**config.mk**
```make
export PLATFORM = sky130hd
export DESIGN_NAME = control_sequencer
export DESIGN_NICKNAME = d
export VERILOG_FILES = /design/src/rtl/control_sequencer_pkg.sv /design/src/rtl/control_sequencer_op_decode.sv /design/src/rtl/control_sequencer.sv
export SDC_FILE = /design/constraint.sdc
export NUM_CORES = 1
export LEC_CHECK = 0
export ABC_AREA = 1
export BUFFER_PORTS_ARGS = -buffer_cell sky130_fd_sc_hd__clkbuf_2
export CAP_MARGIN = 30
export CELL_PAD_IN_SITES_DETAIL_PLACEMENT = 1
export CELL_PAD_IN_SITES_GLOBAL_PLACEMENT = 1
export CORE_MARGIN = 2
export CORE_UTILIZATION = 23
export CTS_CLUSTER_DIAMETER = 40
export DETAILED_ROUTE_END_ITERATION = 8
export PLACE_DENSITY_LB_ADDON = 0.25
export SLEW_MARGIN = 20
export SYNTH_ARGS = -nofsm -noshare
export SYNTH_HDL_FRONTEND = slang
export SYNTH_SLANG_ARGS = --single-unit
```
**constraint.sdc**
```tcl
create_clock -name clock -period 1.8 [get_ports clock]
set_clock_uncertainty 0.2 [all_clocks]
set_input_delay 0.36 -clock clock [delete_from_list [all_inputs] [get_ports clock]]
set_output_delay 0.36 -clock clock [all_outputs]
set_load 0.05 [all_outputs]
```
**src/rtl/control_sequencer_pkg.sv**
```systemverilog
// Shared definitions for the hardwired control sequencer: opcode values,
// T-state encoding, instruction classes and the ALU-select one-hot layout.
package ctrl_defs;

  // Opcode field values (IR[31:27])
  localparam logic [4:0] OP_LD   = 5'b00000;
  localparam logic [4:0] OP_LDI  = 5'b00001;
  localparam logic [4:0] OP_ST   = 5'b00010;
  localparam logic [4:0] OP_ADD  = 5'b00011;
  localparam logic [4:0] OP_SUB  = 5'b00100;
  localparam logic [4:0] OP_AND  = 5'b00101;
  localparam logic [4:0] OP_OR   = 5'b00110;
  localparam logic [4:0] OP_ROR  = 5'b00111;
  localparam logic [4:0] OP_ROL  = 5'b01000;
  localparam logic [4:0] OP_SHR  = 5'b01001;
  localparam logic [4:0] OP_SHRA = 5'b01010;
  localparam logic [4:0] OP_SHL  = 5'b01011;
  localparam logic [4:0] OP_ADDI = 5'b01100;
  localparam logic [4:0] OP_ANDI = 5'b01101;
  localparam logic [4:0] OP_ORI  = 5'b01110;
  localparam logic [4:0] OP_NEG  = 5'b10001;
  localparam logic [4:0] OP_NOT  = 5'b10010;
  localparam logic [4:0] OP_NOP  = 5'b11010;
  localparam logic [4:0] OP_HALT = 5'b11011;

  // Sequencer states, 4-bit encoding
  typedef enum logic [3:0] {
    S_RESET = 4'd0,
    S_T0    = 4'd1,
    S_T1    = 4'd2,
    S_T2    = 4'd3,
    S_T3    = 4'd4,
    S_T4    = 4'd5,
    S_T5    = 4'd6,
    S_T6    = 4'd7,
    S_T7    = 4'd8,
    S_HALT  = 4'd9
  } state_t;

  // Instruction classes: each class shares one execute sequence
  typedef enum logic [3:0] {
    CLS_LOAD,
    CLS_LOADI,
    CLS_STORE,
    CLS_ALU_R,
    CLS_ALU_I,
    CLS_UNARY,
    CLS_NOP,
    CLS_HALT,
    CLS_ILLEGAL
  } iclass_t;

  // Bit positions of the ALU-select one-hot
  localparam int ALU_W  = 11;
  localparam int A_ADD  = 0;
  localparam int A_SUB  = 1;
  localparam int A_AND  = 2;
  localparam int A_OR   = 3;
  localparam int A_SHR  = 4;
  localparam int A_SHRA = 5;
  localparam int A_SHL  = 6;
  localparam int A_ROR  = 7;
  localparam int A_ROL  = 8;
  localparam int A_NEG  = 9;
  localparam int A_NOT  = 10;

  typedef logic [ALU_W-1:0] alu_onehot_t;

  // One-hot ALU select with only bit idx set
  function automatic alu_onehot_t alu_bit(input int idx);
    return alu_onehot_t'(1) << idx;
  endfunction

endpackage

```
**src/rtl/control_sequencer_op_decode.sv**
```systemverilog
// Opcode decoder: maps the 5-bit opcode to its instruction class and the
// ALU operation used during execute. Loads and stores select ADD, which
// forms the effective address.
module op_decode
  import ctrl_defs::*;
(
  input  logic [4:0]  i_opcode,
  output iclass_t     o_class,
  output alu_onehot_t o_alu
);

  // Purely combinational class/ALU-op lookup; unknown opcodes are ILLEGAL
  always_comb begin
    o_class = CLS_ILLEGAL;
    o_alu   = '0;
    case (i_opcode)
      OP_LD:   begin o_class = CLS_LOAD;  o_alu = alu_bit(A_ADD);  end
      OP_LDI:  begin o_class = CLS_LOADI; o_alu = alu_bit(A_ADD);  end
      OP_ST:   begin o_class = CLS_STORE; o_alu = alu_bit(A_ADD);  end
      OP_ADD:  begin o_class = CLS_ALU_R; o_alu = alu_bit(A_ADD);  end
      OP_SUB:  begin o_class = CLS_ALU_R; o_alu = alu_bit(A_SUB);  end
      OP_AND:  begin o_class = CLS_ALU_R; o_alu = alu_bit(A_AND);  end
      OP_OR:   begin o_class = CLS_ALU_R; o_alu = alu_bit(A_OR);   end
      OP_ROR:  begin o_class = CLS_ALU_R; o_alu = alu_bit(A_ROR);  end
      OP_ROL:  begin o_class = CLS_ALU_R; o_alu = alu_bit(A_ROL);  end
      OP_SHR:  begin o_class = CLS_ALU_R; o_alu = alu_bit(A_SHR);  end
      OP_SHRA: begin o_class = CLS_ALU_R; o_alu = alu_bit(A_SHRA); end
      OP_SHL:  begin o_class = CLS_ALU_R; o_alu = alu_bit(A_SHL);  end
      OP_ADDI: begin o_class = CLS_ALU_I; o_alu = alu_bit(A_ADD);  end
      OP_ANDI: begin o_class = CLS_ALU_I; o_alu = alu_bit(A_AND);  end
      OP_ORI:  begin o_class = CLS_ALU_I; o_alu = alu_bit(A_OR);   end
      OP_NEG:  begin o_class = CLS_UNARY; o_alu = alu_bit(A_NEG);  end
      OP_NOT:  begin o_class = CLS_UNARY; o_alu = alu_bit(A_NOT);  end
      OP_NOP:  o_class = CLS_NOP;
      OP_HALT: o_class = CLS_HALT;
      default: o_class = CLS_ILLEGAL;
    endcase
  end

endmodule

```
**src/rtl/control_sequencer.sv**
```systemverilog
// Hardwired Moore control unit for the single-bus datapath. Steps through
// fetch (T0-T2) and a per-class execute sequence (T3-T7), one control word
// per clock. Define CTRL_MEM_WAIT_EN to add a mem_ready input that stretches
// the memory-access states (T1, ld-T6, st-T6) until memory responds.
module control_sequencer
  import ctrl_defs::*;
#(
  parameter int IR_W    = 32,
  parameter int OPC_MSB = 31
) (
  input  logic            clock,
  input  logic            clear,
`ifdef CTRL_MEM_WAIT_EN
  input  logic            mem_ready,
`endif
  input  logic [IR_W-1:0] IR,
  output logic            run,
  output logic            illegal,
  output logic            PCin,
  output logic            PCout,
  output logic            IncPC,
  output logic            MARin,
  output logic            MDRin,
  output logic            MDRout,
  output logic            MDMuxread,
  output logic            IRin,
  output logic            Yin,
  output logic            Zlowin,
  output logic            Zlowout,
  output logic            CSEout,
  output logic            Gra,
  output logic            Grb,
  output logic            Grc,
  output logic            Rin,
  output logic            Rout,
  output logic            BAout,
  output logic            RAMread,
  output logic            RAMwrite,
  output logic            ADD,
  output logic            SUB,
  output logic            AND,
  output logic            OR,
  output logic            SHR,
  output logic            SHRA,
  output logic            SHL,
  output logic            ROR,
  output logic            ROL,
  output logic            NEG,
  output logic            NOT,
  output logic            HIin,
  output logic            LOin,
  output logic            HIout,
  output logic            LOout,
  output logic            Zhighin,
  output logic            Zhighout,
  output logic            MUL,
  output logic            DIV,
  output logic            InPortout,
  output logic            OutPortin,
  output logic            CONin
);

  state_t      r_state;
  state_t      w_state_next;
  iclass_t     w_class;
  alu_onehot_t w_dec_alu;
  alu_onehot_t w_alu_sel;
  logic [4:0]  w_opcode;
  logic        w_mem_ready;
  logic        w_unused_ir;

  assign w_opcode    = IR[OPC_MSB -: 5];
  // Only the opcode field steers the sequencer; the rest belongs to the datapath
  assign w_unused_ir = ^IR;

`ifdef CTRL_MEM_WAIT_EN
  assign w_mem_ready = mem_ready;
`else
  assign w_mem_ready = 1'b1;
`endif

  op_decode u_op_decode (
    .i_opcode (w_opcode),
    .o_class  (w_class),
    .o_alu    (w_dec_alu)
  );

  assign {NOT, NEG, ROL, ROR, SHL, SHRA, SHR, OR, AND, SUB, ADD} = w_alu_sel;

  // Reserved datapath controls are never exercised by this instruction set
  assign HIin      = 1'b0;
  assign LOin      = 1'b0;
  assign HIout     = 1'b0;
  assign LOout     = 1'b0;
  assign Zhighin   = 1'b0;
  assign Zhighout  = 1'b0;
  assign MUL       = 1'b0;
  assign DIV       = 1'b0;
  assign InPortout = 1'b0;
  assign OutPortin = 1'b0;
  assign CONin     = 1'b0;

  // State register; clear wins over every transition, including memory waits
  always_ff @(posedge clock) begin
    if (clear) begin
      r_state <= S_RESET;
    end else begin
      r_state <= w_state_next;
    end
  end

  // Next-state and Moore control-word decode from state and instruction class
  always_comb begin
    w_state_next = r_state;
    run       = 1'b0;
    illegal   = 1'b0;
    PCin      = 1'b0;
    PCout     = 1'b0;
    IncPC     = 1'b0;
    MARin     = 1'b0;
    MDRin     = 1'b0;
    MDRout    = 1'b0;
    MDMuxread = 1'b0;
    IRin      = 1'b0;
    Yin       = 1'b0;
    Zlowin    = 1'b0;
    Zlowout   = 1'b0;
    CSEout    = 1'b0;
    Gra       = 1'b0;
    Grb       = 1'b0;
    Grc       = 1'b0;
    Rin       = 1'b0;
    Rout      = 1'b0;
    BAout     = 1'b0;
    RAMread   = 1'b0;
    RAMwrite  = 1'b0;
    w_alu_sel = '0;
    case (r_state)
      S_RESET: w_state_next = S_T0;
      S_T0: begin
        run = 1'b1; PCout = 1'b1; MARin = 1'b1; IncPC = 1'b1; Zlowin = 1'b1;
        w_state_next = S_T1;
      end
      S_T1: begin
        run = 1'b1; Zlowout = 1'b1; PCin = 1'b1;
        MDMuxread = 1'b1; RAMread = 1'b1; MDRin = 1'b1;
        w_state_next = w_mem_ready ? S_T2 : S_T1;
      end
      S_T2: begin
        run = 1'b1; MDRout = 1'b1; IRin = 1'b1;
        w_state_next = S_T3;
      end
      S_T3: begin
        run = 1'b1;
        w_state_next = S_T4;
        case (w_class)
          CLS_LOAD, CLS_LOADI, CLS_STORE: begin
            Grb = 1'b1; BAout = 1'b1; Yin = 1'b1;
          end
          CLS_ALU_R, CLS_ALU_I: begin
            Grb = 1'b1; Rout = 1'b1; Yin = 1'b1;
          end
          CLS_UNARY: begin
            Grb = 1'b1; Rout = 1'b1; Zlowin = 1'b1; w_alu_sel = w_dec_alu;
          end
          CLS_NOP:  w_state_next = S_T0;
          CLS_HALT: w_state_next = S_HALT;
          default: begin
            illegal = 1'b1;
            w_state_next = S_T0;
          end
        endcase
      end
      S_T4: begin
        run = 1'b1;
        w_state_next = S_T5;
        case (w_class)
          CLS_LOAD, CLS_LOADI, CLS_STORE, CLS_ALU_I: begin
            CSEout = 1'b1; Zlowin = 1'b1; w_alu_sel = w_dec_alu;
          end
          CLS_ALU_R: begin
            Grc = 1'b1; Rout = 1'b1; Zlowin = 1'b1; w_alu_sel = w_dec_alu;
          end
          CLS_UNARY: begin
            Zlowout = 1'b1; Gra = 1'b1; Rin = 1'b1;
            w_state_next = S_T0;
          end
          default: w_state_next = S_T0;
        endcase
      end
      S_T5: begin
        run = 1'b1;
        w_state_next = S_T0;
        case (w_class)
          CLS_LOAD, CLS_STORE: begin
            Zlowout = 1'b1; MARin = 1'b1;
            w_state_next = S_T6;
          end
          CLS_LOADI, CLS_ALU_R, CLS_ALU_I: begin
            Zlowout = 1'b1; Gra = 1'b1; Rin = 1'b1;
          end
          default: w_state_next = S_T0;
        endcase
      end
      S_T6: begin
        run = 1'b1;
        w_state_next = S_T0;
        case (w_class)
          CLS_LOAD: begin
            MDMuxread = 1'b1; RAMread = 1'b1; MDRin = 1'b1;
            w_state_next = w_mem_ready ? S_T7 : S_T6;
          end
          CLS_STORE: begin
            Gra = 1'b1; Rout = 1'b1; RAMwrite = 1'b1;
            w_state_next = w_mem_ready ? S_T0 : S_T6;
          end
          default: w_state_next = S_T0;
        endcase
      end
      S_T7: begin
        run = 1'b1; MDRout = 1'b1; Gra = 1'b1; Rin = 1'b1;
        w_state_next = S_T0;
      end
      S_HALT: w_state_next = S_HALT;
      default: w_state_next = S_RESET;
    endcase
  end

endmodule
```
==> flow_summary.ini, run 1 <==
[synthesis]
synth_top_area_cell = nand2_1
syn_inst = 166
synth_area_um2 = 943
synth_seq_cells = 4
yosys-top-cells-area = nand2_1 13%, buf_4 11%, dfxtp_1 8.5%
synth_top_cell_area_share_pct = 13.1
yosysSeqAreaShare_pct = 8.49
synthesis.area_per_instance_um2 = 5.68
ys_warn_count = 0
ys_types = 29

[timing]
endpoint_type = output port
crit_endpoint = SHL

[grt]
grt_max_degree = 7
antenna_found_initial = 0

[cts]
hold_buffers = 0
clock_path_buffers = 2
cts_made_buffers = 3
cts_root_buffer = clkbuf_8
cts_num_sinks = 4
htreeDepth = 1

[die]
fp.dieW_um = 68.0
die_h_um = 68.0
initial_core_util_pct = 23.8
boundaryPins = 78
rows = 23

[run_status]
haltStage = global routing (5_1_grt)
firstError = [ERROR DPL-0033] detailed placement checks failed during check placement.
outcome = did not finish

[placement]
hpwl_mm = 3.70
dp_slack_ns = -0.484
placed_cells = 306
globalplace.congestion = 0.902
io_buffer_count = 39
[what timing repair did]
action | in CTS
buffers inserted | 15
resized for setup | 107
endpoints found under the setup margin | 32
pin swaps | 24
[Yosys cell counts, drive strengths merged]
master / instances
a31oi: 3
buf: 16
nand4: 3
and3: 1
nor2: 27
o21ai: 5
conb: 1
nor3: 6
inv: 30
a211oi: 1
a21oi: 7
nor4: 2
o311ai: 1
dfxtp: 4
nand2: 43
nand3: 16
[through the flow]
| stage | cell area (um2) | util [%] | hold WS, ns | TNS [ns] |
|---|---|---|---|---|
| 2_1_floorplan | 1310 | - | 0.310 | -5.34 |
| 3_3_place_gp | 2080 | 52.4 | 0.403 | -8.85 |
| 3_5_place_dp | 2080 | 52.4 | 0.430 | -9.86 |
| 4_1_cts | 2700 | 68.1 | 0.214 | -7.05 |
[kinds of logic after synthesis]
family,Yosys count,synth area share [%]
AND/OR/NAND/NOR,98,54.8
buffers and inverters,46,25.5
AO/OA/AOI/OAI,17,10.9
flip-flops,4,8.49
other,1,0.397
==> run 2: changes to the inputs <==
Settings changed: CELL_PAD_IN_SITES_DETAIL_PLACEMENT 1 to unset, CELL_PAD_IN_SITES_GLOBAL_PLACEMENT 1 to unset, CORE_AREA set to 2 2 63 65, CORE_MARGIN 2 to unset, CORE_UTILIZATION 23 to unset, CTS_CLUSTER_DIAMETER 40 to unset, DIE_AREA set to 0 0 65 67, PLACE_DENSITY_LB_ADDON 0.25 to 0.15.
==> flow_summary.ini, run 2 <==
[run]
cap_violations = 0

[cells_and_area]
diodes = 0
layout_common_cells = 62 x buf_4, 21 x nor2_4, 19 x buf_6, 19 x buf_12, 17 x nand2_4
regMostFlops = r_state
final_core_util_pct = 84.3
final_nets = 320
seq_area_um2 = 90.1
drive_gt1_share_pct = 84.9
fillCellCount = 199
multiInputGateArea_mm2 = 0.00125
area_delta_synth_final_pct = 222
largest_reg_flops = 4
reg_top3 = r_state x4
final_common_cell = buf_4

[timing]
min_period_ns = 2.13
post-route-worst-setup-slack_ns = -0.333
fin_crit_sh_pct = 118
setup_viol = 33
max_freq_ghz = 0.469
holdWs_ns = 0.187
rsz0062_at_grt = yes
drv_slew = 0
finalHoldViolCount = 0

[synthesis]
netlist_top_cells_count = 33 x nand2_1, 20 x nor2_1, 19 x inv_1
synth_seq_cells = 4
synthFlopType = dfxtp_1
ys_warn_count = 0
ys_types = 29
synth_edf_count = 0
synth_area_um2 = 943
synthesis.area_per_instance_um2 = 5.68
synth.most_common_cell = nand2_1
yosys-top-cells-area = nand2_1 13%, buf_4 11%, dfxtp_1 8.5%
synth_top_area_cell = nand2_1
async_flop_share_pct = 0
yosysSeqAreaShare_pct = 8.49
synth_top_cell_area_share_pct = 13.1
syn_inst = 166

[die]
rows = 22
initial_core_util_pct = 26.2
design.core.area_mm2 = 0.00361
die_h_um = 67
boundaryPins = 78
die_area_mm2 = 0.00436
fp.dieW_um = 65

[drt]
dr.pass1.iters = 4
routedWlPerCell_um = 16.0
route.detailed.drc = 0
vias_per_cell = 4.64
antenna_left = 0
drt_wl_total_mm = 5.33
vias = 1541
drt_iter0_drc = 49

[pwr]
switchingPower_mw = 0.429
switching_share_pct = 45.4
p_leak_nw = 1.44
ir_drop_mv = 0.301
seqPwrFrac_pct = 10.7
pwr-share-clk_pct = 19.8
internal_power_mw = 0.516
powerDensity_mw_per_mm2 = 311
pwr-share-comb_pct = 69.5

[cts]
clk_latency_ns = 0.22
cts_tree = yes
clock_path_buffers = 2
hold_buffers = 0
path_clk_slew_ns = 0.03
cts_made_buffers = 3
htreeDepth = 1
cts_num_sinks = 4
cts_root_buffer = clkbuf_8

[grt]
grt_first_pass_wirelength_mm = 7.62
grt_pass1_vias = 1594
grt_max_degree = 7
grt-ovfl-total = 0
antenna_found_initial = 0
gr-usage-all-layers_pct = 22.7

[placement]
hpwl_mm = 3.24
io_buffer_count = 39
globalplace.congestion = 0.872

[critical_path]
cp_max_fo = 4
crit_buf_inv = 4
cp-end-kind = output pin
critPathSlowestCell = dfxtp_2
worstPathCellList = inv_2 -> nand2_4 -> nor2_4 -> nand2_2 -> inv_4 -> nand2_4 -> nand2_8 -> inv_8 -> nor3_4 -> buf_12
crit_type = flop to output pin
cp_top_family = simple AND/OR/NAND/NOR gates
required_ns = 1.24
worst_path_largest_cell_delay_ns = 0.31
cp_common_cell = nand2_4
start_kind = flop
cp_data_arrival_time_ns = 1.57

[worst_hold_path]
hp-class = primary input to flop

[run_status]
violations = negative setup slack
outcome = complete, but fails checks
## run 2: cells by family (layout without fill, tap and decap cells)
logic type	Yosys count	in the layout	share of synthesized area (%)
AO/OA/AOI/OAI	17	17	10.9
buffers and inverters	46	154	25.5
flip-flops	4	4	8.49
other	1	11	0.397
AND/OR/NAND/NOR	98	98	54.8
## run 2: what timing repair did
item,in CTS,in global routing
buffers inserted,16,12
pin swaps,27,32
gates resized for setup,101,69
endpoints found under the setup margin,32,33
## run 2: per-layer routing
layer	up-vias	track usage (%)	wire length [um]
met5	-	0	0
li1	740	-	-
met1	736	23.5	1940
met3	6	4.90	206
met2	59	44.2	3110
met4	0	8.51	69
## run 2: worst paths after layout
| kind | from | endpoint | slack, ns | depth (start not counted) |
|---|---|---|---|---|
| hold reg to reg | r_state[3] | r_state[0] | 0.53 | 3 |
| hold / removal | clear | r_state[3] | 0.19 | 4 |
| setup / recovery | r_state[3] | SHL | -0.33 | 10 |
| setup reg to reg | r_state[3] | r_state[1] | 0.06 | 12 |
## run 2: cell type report
class                      instances  area share [%]
sequential                         4            2.96
inverter                          30            5.27
multi-input combinational        126            41.0
clock buffer                       3            1.36
tap                               48            1.98
timing repair buffer             121            47.4
## run 2: worst register-to-register path, cell delays in order (launching register included)
cell and delay (ns):
dfxtp_2 0.31, inv_2 0.07, nand2_4 0.07, buf_4 0.14, buf_6 0.11, nor3_4 0.11
buf_6 0.14, nand2_4 0.06, nand2_4 0.07, buf_4 0.10, buf_4 0.09, nor2_1 0.04
a21oi_1 0.15
## run 2: power groups by stage
stage | registers (mW) | logic [mW] | clock network [mW]
finish | 0.102 | 0.657 | 0.187
global placement | 0.101 | 0.441 | 0
global route | 0.102 | 0.683 | 0.197
CTS | 0.102 | 0.566 | 0.190
floorplan | 0.103 | 0.321 | 0
detailed placement | 0.101 | 0.446 | 0
## run 2: through the flow
step / total power, mW / cells / worst slack [ns] / instance area [um2] / TNS (ns)
after CTS: 0.858 / 322 / -0.336 / 2720 / -6.07
after global placement: 0.542 / 304 / -0.430 / 2090 / -7.31
after detailed placement: 0.547 / 304 / -0.467 / 2090 / -8.02
after floorplan: 0.423 / 176 / -0.389 / 1310 / -5.34
final: 0.945 / 332 / -0.333 / 3040 / -7.00
after global routing: 0.982 / 332 / -0.399 / 3040 / -8.85
Note: power is estimated with default switching activity, not from simulation.
